$ cat src/rtl/c1541_sd_arbiter.sv
// Round-robin arbiter sharing one SD block port among NDR C1541 drives.
// One transfer in flight at a time; ack and write data follow the granted drive only.
`timescale 1ns/1ps
module c1541_sd_arbiter #(
    parameter int unsigned NDR = 2,
    parameter int unsigned TMO = 4095
) (
    input  logic              clk,
    input  logic              reset,
    input  logic [32*NDR-1:0] drv_lba,
    input  logic [6*NDR-1:0]  drv_blk_cnt,
    input  logic [NDR-1:0]    drv_rd,
    input  logic [NDR-1:0]    drv_wr,
    output logic [NDR-1:0]    drv_ack,
    input  logic [8*NDR-1:0]  drv_buff_din,
    output logic [31:0]       sd_lba,
    output logic [5:0]        sd_blk_cnt,
    output logic              sd_rd,
    output logic              sd_wr,
    input  logic              sd_ack,
    output logic [7:0]        sd_buff_din,
    output logic [1:0]        gnt,
    output logic              busy,
    output logic              tmo_err
);

    localparam int unsigned CntW = (TMO > 1) ? $clog2(TMO) : 1;
    localparam logic [CntW-1:0] TmoLast = CntW'((TMO > 0) ? TMO - 1 : 0);

    typedef enum logic [1:0] {StIdle, StIssue, StXfer, StDone} state_e;

    state_e            state_q, state_d;
    logic [1:0]        gnt_q, gnt_d;
    logic [1:0]        last_q, last_d;
    logic [31:0]       lba_q, lba_d;
    logic [5:0]        blk_q, blk_d;
    logic              rd_q, rd_d;
    logic              wr_q, wr_d;
    logic [NDR-1:0]    ack_q, ack_d;
    logic              tmo_q, tmo_d;
    logic [CntW-1:0]   cnt_q, cnt_d;

    logic [NDR-1:0]    req;
    logic              sel_valid;
    logic [1:0]        sel_idx;
    logic [31:0]       cand;
    logic [31:0]       sel_lba;
    logic [5:0]        sel_blk;
    logic              sel_rd;
    logic              gnt_req;
    logic [7:0]        gnt_din;

    assign req = drv_rd | drv_wr;

    // Scan from last+NDR down to last+1 so the nearest requester after last wins.
    always_comb begin
        sel_valid = 1'b0;
        sel_idx   = '0;
        cand      = '0;
        for (int k = NDR; k >= 1; k--) begin
            cand = (32'(last_q) + 32'(k)) % NDR;
            for (int i = 0; i < NDR; i++) begin
                if (cand == 32'(i) && req[i]) begin
                    sel_valid = 1'b1;
                    sel_idx   = 2'(i);
                end
            end
        end
    end

    always_comb begin
        sel_lba = '0;
        sel_blk = '0;
        sel_rd  = 1'b0;
        gnt_req = 1'b0;
        gnt_din = '0;
        for (int i = 0; i < NDR; i++) begin
            if (sel_idx == 2'(i)) begin
                sel_lba = drv_lba[32*i +: 32];
                sel_blk = drv_blk_cnt[6*i +: 6];
                sel_rd  = drv_rd[i];
            end
            if (gnt_q == 2'(i)) begin
                gnt_req = req[i];
                gnt_din = drv_buff_din[8*i +: 8];
            end
        end
    end

    always_comb begin
        state_d = state_q;
        gnt_d   = gnt_q;
        last_d  = last_q;
        lba_d   = lba_q;
        blk_d   = blk_q;
        rd_d    = rd_q;
        wr_d    = wr_q;
        ack_d   = ack_q;
        tmo_d   = 1'b0;
        cnt_d   = cnt_q;
        unique case (state_q)
            StIdle: begin
                // A lingering host ack must clear before the port is handed out again.
                if (!sd_ack && sel_valid) begin
                    gnt_d   = sel_idx;
                    lba_d   = sel_lba;
                    blk_d   = sel_blk;
                    rd_d    = sel_rd;
                    wr_d    = ~sel_rd;
                    cnt_d   = '0;
                    state_d = StIssue;
                end
            end
            StIssue: begin
                if (sd_ack) begin
                    rd_d    = 1'b0;
                    wr_d    = 1'b0;
                    ack_d   = NDR'(1) << gnt_q;
                    state_d = StXfer;
                end else if (!gnt_req) begin
                    rd_d    = 1'b0;
                    wr_d    = 1'b0;
                    state_d = StIdle;
                end else if (TMO != 0 && cnt_q == TmoLast) begin
                    rd_d    = 1'b0;
                    wr_d    = 1'b0;
                    tmo_d   = 1'b1;
                    last_d  = gnt_q;
                    state_d = StIdle;
                end else if (TMO != 0) begin
                    cnt_d = cnt_q + CntW'(1);
                end
            end
            StXfer: begin
                if (!sd_ack) begin
                    ack_d   = '0;
                    last_d  = gnt_q;
                    state_d = StDone;
                end
            end
            StDone: begin
                state_d = StIdle;
            end
            default: begin
                state_d = StIdle;
            end
        endcase
    end

    always_ff @(posedge clk or posedge reset) begin
        if (reset) begin
            state_q <= StIdle;
            gnt_q   <= '0;
            last_q  <= 2'(NDR - 1);
            lba_q   <= '0;
            blk_q   <= '0;
            rd_q    <= 1'b0;
            wr_q    <= 1'b0;
            ack_q   <= '0;
            tmo_q   <= 1'b0;
            cnt_q   <= '0;
        end else begin
            state_q <= state_d;
            gnt_q   <= gnt_d;
            last_q  <= last_d;
            lba_q   <= lba_d;
            blk_q   <= blk_d;
            rd_q    <= rd_d;
            wr_q    <= wr_d;
            ack_q   <= ack_d;
            tmo_q   <= tmo_d;
            cnt_q   <= cnt_d;
        end
    end

    assign drv_ack     = ack_q;
    assign sd_lba      = lba_q;
    assign sd_blk_cnt  = blk_q;
    assign sd_rd       = rd_q;
    assign sd_wr       = wr_q;
    assign sd_buff_din = (state_q == StIdle) ? 8'h00 : gnt_din;
    assign gnt         = gnt_q;
    assign busy        = (state_q != StIdle);
    assign tmo_err     = tmo_q;

endmodule

$ cat config.mk
export PLATFORM = sky130hd
export DESIGN_NAME = c1541_sd_arbiter
export DESIGN_NICKNAME = d
export VERILOG_FILES = /design/src/rtl/c1541_sd_arbiter.sv
export SDC_FILE = /design/constraint.sdc
export NUM_CORES = 1
export LEC_CHECK = 0
export ABC_AREA = 1
export BUFFER_PORTS_ARGS = -buffer_cell sky130_fd_sc_hd__buf_4
export CAP_MARGIN = 10
export CORE_MARGIN = 2
export CORE_UTILIZATION = 40
export CTS_CLUSTER_SIZE = 30
export DETAILED_ROUTE_END_ITERATION = 12
export GPL_TIMING_DRIVEN = 0
export HOLD_SLACK_MARGIN = 0.12
export PLACE_DENSITY = 0.7
export REMOVE_ABC_BUFFERS = 1
export SETUP_SLACK_MARGIN = 0.05
export SYNTH_ARGS = -nofsm -noshare
export SYNTH_HDL_FRONTEND = slang
export SYNTH_SLANG_ARGS = --single-unit
$ cat constraint.sdc
create_clock -name clk -period 2.95 [get_ports clk]
set_input_delay 0.4425 -clock clk [delete_from_list [all_inputs] [get_ports clk]]
set_output_delay 0.4425 -clock clk [all_outputs]
set_load 0.005 [all_outputs]
Word-level counts from Yosys, hierarchy flattened

Cells that the tools add are included.

$add $sub $neg: 3
$mul: 0
Divide/modulo/power cells: 0
$lt $le $gt $ge: 0
Eq/ne operators: 14
Shift operators: 1
Muxes and demuxes: 48
Bitwise operators: 2
Reduce and logical (&&, ||, !) cells: 20

Operator list:

| operator                                                        | number |
|---|---|
| 32-bit zero test                                                | 2 |
| 32-bit 2-to-1 mux                                               | 2 |
| 12-bit 2-to-1 mux                                               | 4 |
| 8-bit 2-to-1 mux                                                | 3 |
| 12-bit one-hot mux with 2 select lines                          | 1 |
| 1-bit 2-to-1 mux                                                | 22 |
| 2-bit 2-to-1 mux                                                | 9 |
| 2-bit != test, second input constant                            | 7 |
| 12-bit by 1-bit adder with 12-bit output, second input constant | 1 |
| 12-bit == test, second input constant                           | 1 |
| 6-bit 2-to-1 mux                                                | 2 |
| 5-bit AND reduction                                             | 2 |
| 3-bit AND reduction                                             | 3 |
| 2-bit one-hot mux with 4 select lines                           | 1 |
| 2-bit by 1-bit == test with 1-bit output, second input constant | 3 |
| 2-bit zero test                                                 | 3 |
| 1-bit one-hot mux with 2 select lines                           | 3 |
| 2-bit nonzero test                                              | 3 |
| 1-bit logical AND                                               | 5 |
| 2-bit == test, second input constant                            | 2 |
| 4-bit != test, second input constant                            | 1 |
| 2-bit one-hot mux with 2 select lines                           | 1 |
| 1-bit adder, second input constant                              | 2 |
| 2-bit OR                                                        | 1 |
| other kinds (4)                                                 | 4 |

Bits in registers: 60
Bits in latches: 0
Bits in writable memories: 0
Memory bits (read-only): 0
Word-level logic and storage cells: 98
Memories: 0

Longest topological paths before layout

Depth in word-level cells: 11
Gate-level depth with buffers: 10
Depth with buffers taken out: 10

Worst setup path after synthesis

No wires, ideal clock.

Path kind: register to register
Start: reg cnt_q[0]
End: reg cnt_q[10]
Arrival: 1.322 ns
Required time: 2.833 ns
Slack: 1.511 ns
Stages on the path, launching flop included: 11
Path buffers: 1
Period minus slack after synthesis: 1.439 ns
Cells stage by stage: dfrtp_1 > inv_1 > ha_1 > inv_1 > nor2_1 > nand3_2 > nand2_2 > nand2_4 > buf_6 > nand3_1 > nand2_1

Cells in the longest elaborated chain, start to end: 5

Ends and longest elaborated chain:

| element                                  | line | RTL |
|---|---|---|
| start: declaration                       | 41   | `logic [CntW-1:0] cnt_q, cnt_d;` |
| start signal: assignment                 | 172  | `cnt_q <= cnt_d;` |
| 12-bit by 1-bit adder with 12-bit output | 131  | `cnt_d = cnt_q + CntW'(1);` |
| 12-bit 2-to-1 mux                        | 124  | `end else if (TMO != 0 && cnt_q == TmoLast) begin` |
| 12-bit 2-to-1 mux                        | 120  | `end else if (!gnt_req) begin` |
| 12-bit 2-to-1 mux                        | 115  | `if (sd_ack) begin` |
| 12-bit one-hot mux with 2 select lines   | 101  | `unique case (state_q)` |

Several ways; a longest one is shown, not always the timed one. The select of a mux whose other input is x is not followed.
A chain may end at the register's enable or synchronous reset.

Final worst setup path

Start: reg gnt_q[0], in the netlist gnt[0]
End: out sd_buff_din[3]

Cells in the longest elaborated chain, start to end: 4

Ends and longest elaborated chain:

| element                  | line | RTL |
|---|---|---|
| start: declaration       | 33   | `logic [1:0] gnt_q, gnt_d;` |
| start signal: assignment | 164  | `gnt_q <= gnt_d;` |
| 2-bit zero test          | 83   | `if (gnt_q == 2'(i)) begin` |
| 8-bit 2-to-1 mux         | 83   |  |
| 8-bit 2-to-1 mux *       | 83   |  |
| 8-bit 2-to-1 mux *       | 181  | `assign sd_buff_din = (state_q == StIdle) ? 8'h00 : gnt_din;` |
| end: declaration         | 21   | `output logic [7:0] sd_buff_din,` |

Every way passes the cells marked *; elsewhere a longest branch is shown, timed or not.

==> results.json <==
{
  "place_congestion": 0.841,
  "via_count": 3342,
  "cp.arrival_ps": 1700,
  "synth_ff_type": "dfrtp_1",
  "synth-seq-cells": 59,
  "grt_antenna_before_repair": 0,
  "wl_met2_mm": 4.17,
  "cp.depth": 4,
  "dr.pass1.iters": 4,
  "grt_first_pass_wirelength_mm": 14.0,
  "cts_hold_buf": 0,
  "rr_worst_depth": 6,
  "met3_length_um": 736,
  "dpl.hpwl_mm": 6.30,
  "drtIter0Drc": 159,
  "cts_resized": 0,
  "post-place-cells": 703,
  "p_leak_uw": 0.00261,
  "ys.warnings.count": 0,
  "post_cts_buffers": 0,
  "min_period_ps": 2140,
  "path_delay_family": "flip-flops",
  "top_layer": "met4",
  "finalInstanceArea_sq_mm": 0.00471,
  "dieHeight_um": 94.9,
  "cp.buffers_inverters": 2,
  "fp.coreArea_sq_mm": 0.00813,
  "setup_violations": 0,
  "post-route-period-util": 0.727,
  "first_global_vias": 3215,
  "max_stage_delay_ps": 630,
  "yosys.cell_types.count": 27,
  "critical_path.max_fanout": 15,
  "netlist.area_leader.share": 0.439,
  "clkPwrFrac": 0.194,
  "slew_viol_final": 0,
  "post_dp_cell_area_sq_mm": 0.00452,
  "synth_area_per_cell_sq_um": 7.08,
  "vdd_ir_drop_max_mv": 0.387,
  "final_cells": 719,
  "worstHoldPathType": "primary input to asynchronous set/reset pin",
  "synth_largest_area_cell": "dfrtp_1",
  "drive_above_1_share": 0.300,
  "rsz0062_at_grt": "no",
  "drc": 0,
  "internal-power_uw": 2330,
  "crit_type": "flop to output port",
  "area_growth_pct": 42.4,
  "clock_sinks": 59,
  "htreeDepth": 3,
  "met1Wirelength_mm": 3.59,
  "clock_path_buffers": 2,
  "critical_path.endpoint_type": "output port",
  "clk_pin_slew_ps": 70,
  "dp_slack_ps": 892,
  "hold_viol": 0,
  "cp_slowest_cell": "dfrtp_1",
  "ios": 153,
  "start_kind": "flop",
  "clock_latency_ps": 330,
  "cts_buffers": 9,
  "power.density_mw_per_mm2": 797,
  "worst-slew-pin-transition_ps": 853,
  "required_ps": 2510,
  "initial_core_util": 0.407,
  "routed_via_density": 4.65,
  "die_w_um": 94.9,
  "synth.area.top_cells": "dfrtp_1 (44%), nand2_1 (18%), inv_1 (7.0%)",
  "setup_slack_ps": 806,
  "final.setup.tns_ps": 0,
  "grt_overflow": 0,
  "power.switching_uw": 1420,
  "syn_inst": 467,
  "crit_chain": "clkinv_1 > nand2_1 > a21oi_1 > buf_4",
  "synth_edf_count": 0,
  "fillers": 745,
  "status": "complete, no violations",
  "port_buffers": 151,
  "p_seq_frac": 0.359,
  "max_freq_ghz": 0.466,
  "rows": 33,
  "totalWireLength_mm": 8.53,
  "cap_violations": 0,
  "fin_worst_skew_ps": 10.4,
  "maxSlewHeadroom": 0.429,
  "diodes": 0,
  "async_flop_share": 1.00,
  "pwr-share-comb": 0.447,
  "finalNetCount": 710,
  "switching_share": 0.379,
  "grt_max_degree": 85,
  "die_area_sq_mm": 0.00901,
  "grt_usage": 0.196,
  "tritoncts": "yes",
  "cts-root-buf": "clkbuf_8",
  "avgRoutedWirePerCell_um": 11.9,
  "netlist_area_sq_mm": 0.00331,
  "drtAntennaViolNets": 0,
  "ys_seq_area_frac": 0.447
}
-- final timing paths --
path / startpoint / end / slack (ps)
worst max register to register: state_q[0] / cnt_q[10] / 870
worst max-delay path: gnt[0] / sd_buff_din[3] / 810
worst min-delay path: reset / sd_lba[15] / 170
min in group clk: drv_blk_cnt[7] / sd_blk_cnt[1] / 340
max in group asynchronous: reset / last_q[0] / 2130
worst min register to register: sd_rd / sd_rd / 480
-- layout make-up --
class	instances	area, sq um	share of cell area
clock buffers	10	128	0.0271
repair buffers	154	1200	0.255
clock inverters	6	65.1	0.0138
multi-input cells	322	1470	0.312
inverters	63	236	0.0502
flip-flops and latches	59	1480	0.314
well taps	105	131	0.0279
-- logic make-up (layout without fill, tap and decap cells) --
| kind of cell | count (synthesis) | in the layout | synth area share |
|---|---|---|---|
| and+or+nand+nor | 222 | 222 | 0.277 |
| AOI/OAI and AO/OA | 95 | 95 | 0.149 |
| buffers and inverters | 86 | 233 | 0.113 |
| DFF | 59 | 59 | 0.447 |
| adders and majority gates | 2 | 2 | 0.00757 |
| xor gates and xnor gates | 2 | 2 | 0.00530 |
| other | 1 | 1 | 0.00113 |
-- power groups by stage --
stage          clock, uW  combinational, uW  sequential, uW
3_5_place_dp           0               1710            1350
2_1_floorplan          0                771            1350
3_3_place_gp           0               1630            1340
4_1_cts              747               1700            1350
5_1_grt              790               1900            1400
6_report             729               1680            1350
-- layout by cell type, fill, tap and decap left out, types with 2 or more instances in the layout --
master | Yosys | routed
xnor2_1 | 2 | 2
nand2_2 | 3 | 3
inv_1 | 62 | 61
buf_4 | 6 | 151
ha_1 | 2 | 2
nand2_1 | 160 | 160
nor2_1 | 26 | 26
dfrtp_1 | 58 | 58
buf_12 | 0 | 2
clkbuf_8 | 0 | 9
o21ai_2 | 4 | 3
clkinv_2 | 0 | 2
a21oi_1 | 46 | 46
nand4_1 | 4 | 4
nand3_1 | 18 | 18
o21ai_0 | 44 | 44
nor2_2 | 2 | 2
nor3_1 | 3 | 3
-- Yosys cell counts (2+ instances only) --
| cell type | n |
|---|---|
| o21ai_0 | 44 |
| buf_2 | 11 |
| nor2_2 | 2 |
| ha_1 | 2 |
| nor3_1 | 3 |
| clkbuf_1 | 4 |
| a21oi_1 | 46 |
| nand2_1 | 160 |
| dfrtp_1 | 58 |
| nand4_1 | 4 |
| inv_1 | 62 |
| nand3_1 | 18 |
| o21ai_2 | 4 |
| xnor2_1 | 2 |
| nand3_2 | 2 |
| nand2_2 | 3 |
| nor2_1 | 26 |
| buf_6 | 2 |
| buf_4 | 6 |
-- flip-flops by register name (all words and copies together) (netlist names), named ones only --
name / flops
cnt_q: 12
sd_rd: 1
last_q: 1
state_q: 1
sd_blk_cnt: 6
gnt: 1
sd_lba: 32
tmo_err: 1
sd_wr: 1
drv_ack: 2
-- per-layer routing --
metal  vias up  GRT usage
met5         -          0
met4         0     0.0688
met3         3     0.0806
met2       109      0.311
met1      1492      0.241
li1       1738          -
-- through the flow --
stage | power, uW | hold WS (ps) | utilization
2_1_floorplan | 2120 | 465 | -
3_3_place_gp | 2980 | 460 | 0.545
3_5_place_dp | 3060 | 467 | 0.555
4_1_cts | 3800 | 179 | 0.579
5_1_grt | 4090 | 197 | 0.579
6_report | 3750 | 171 | 0.579
Power figures use the tool's default switching activity.
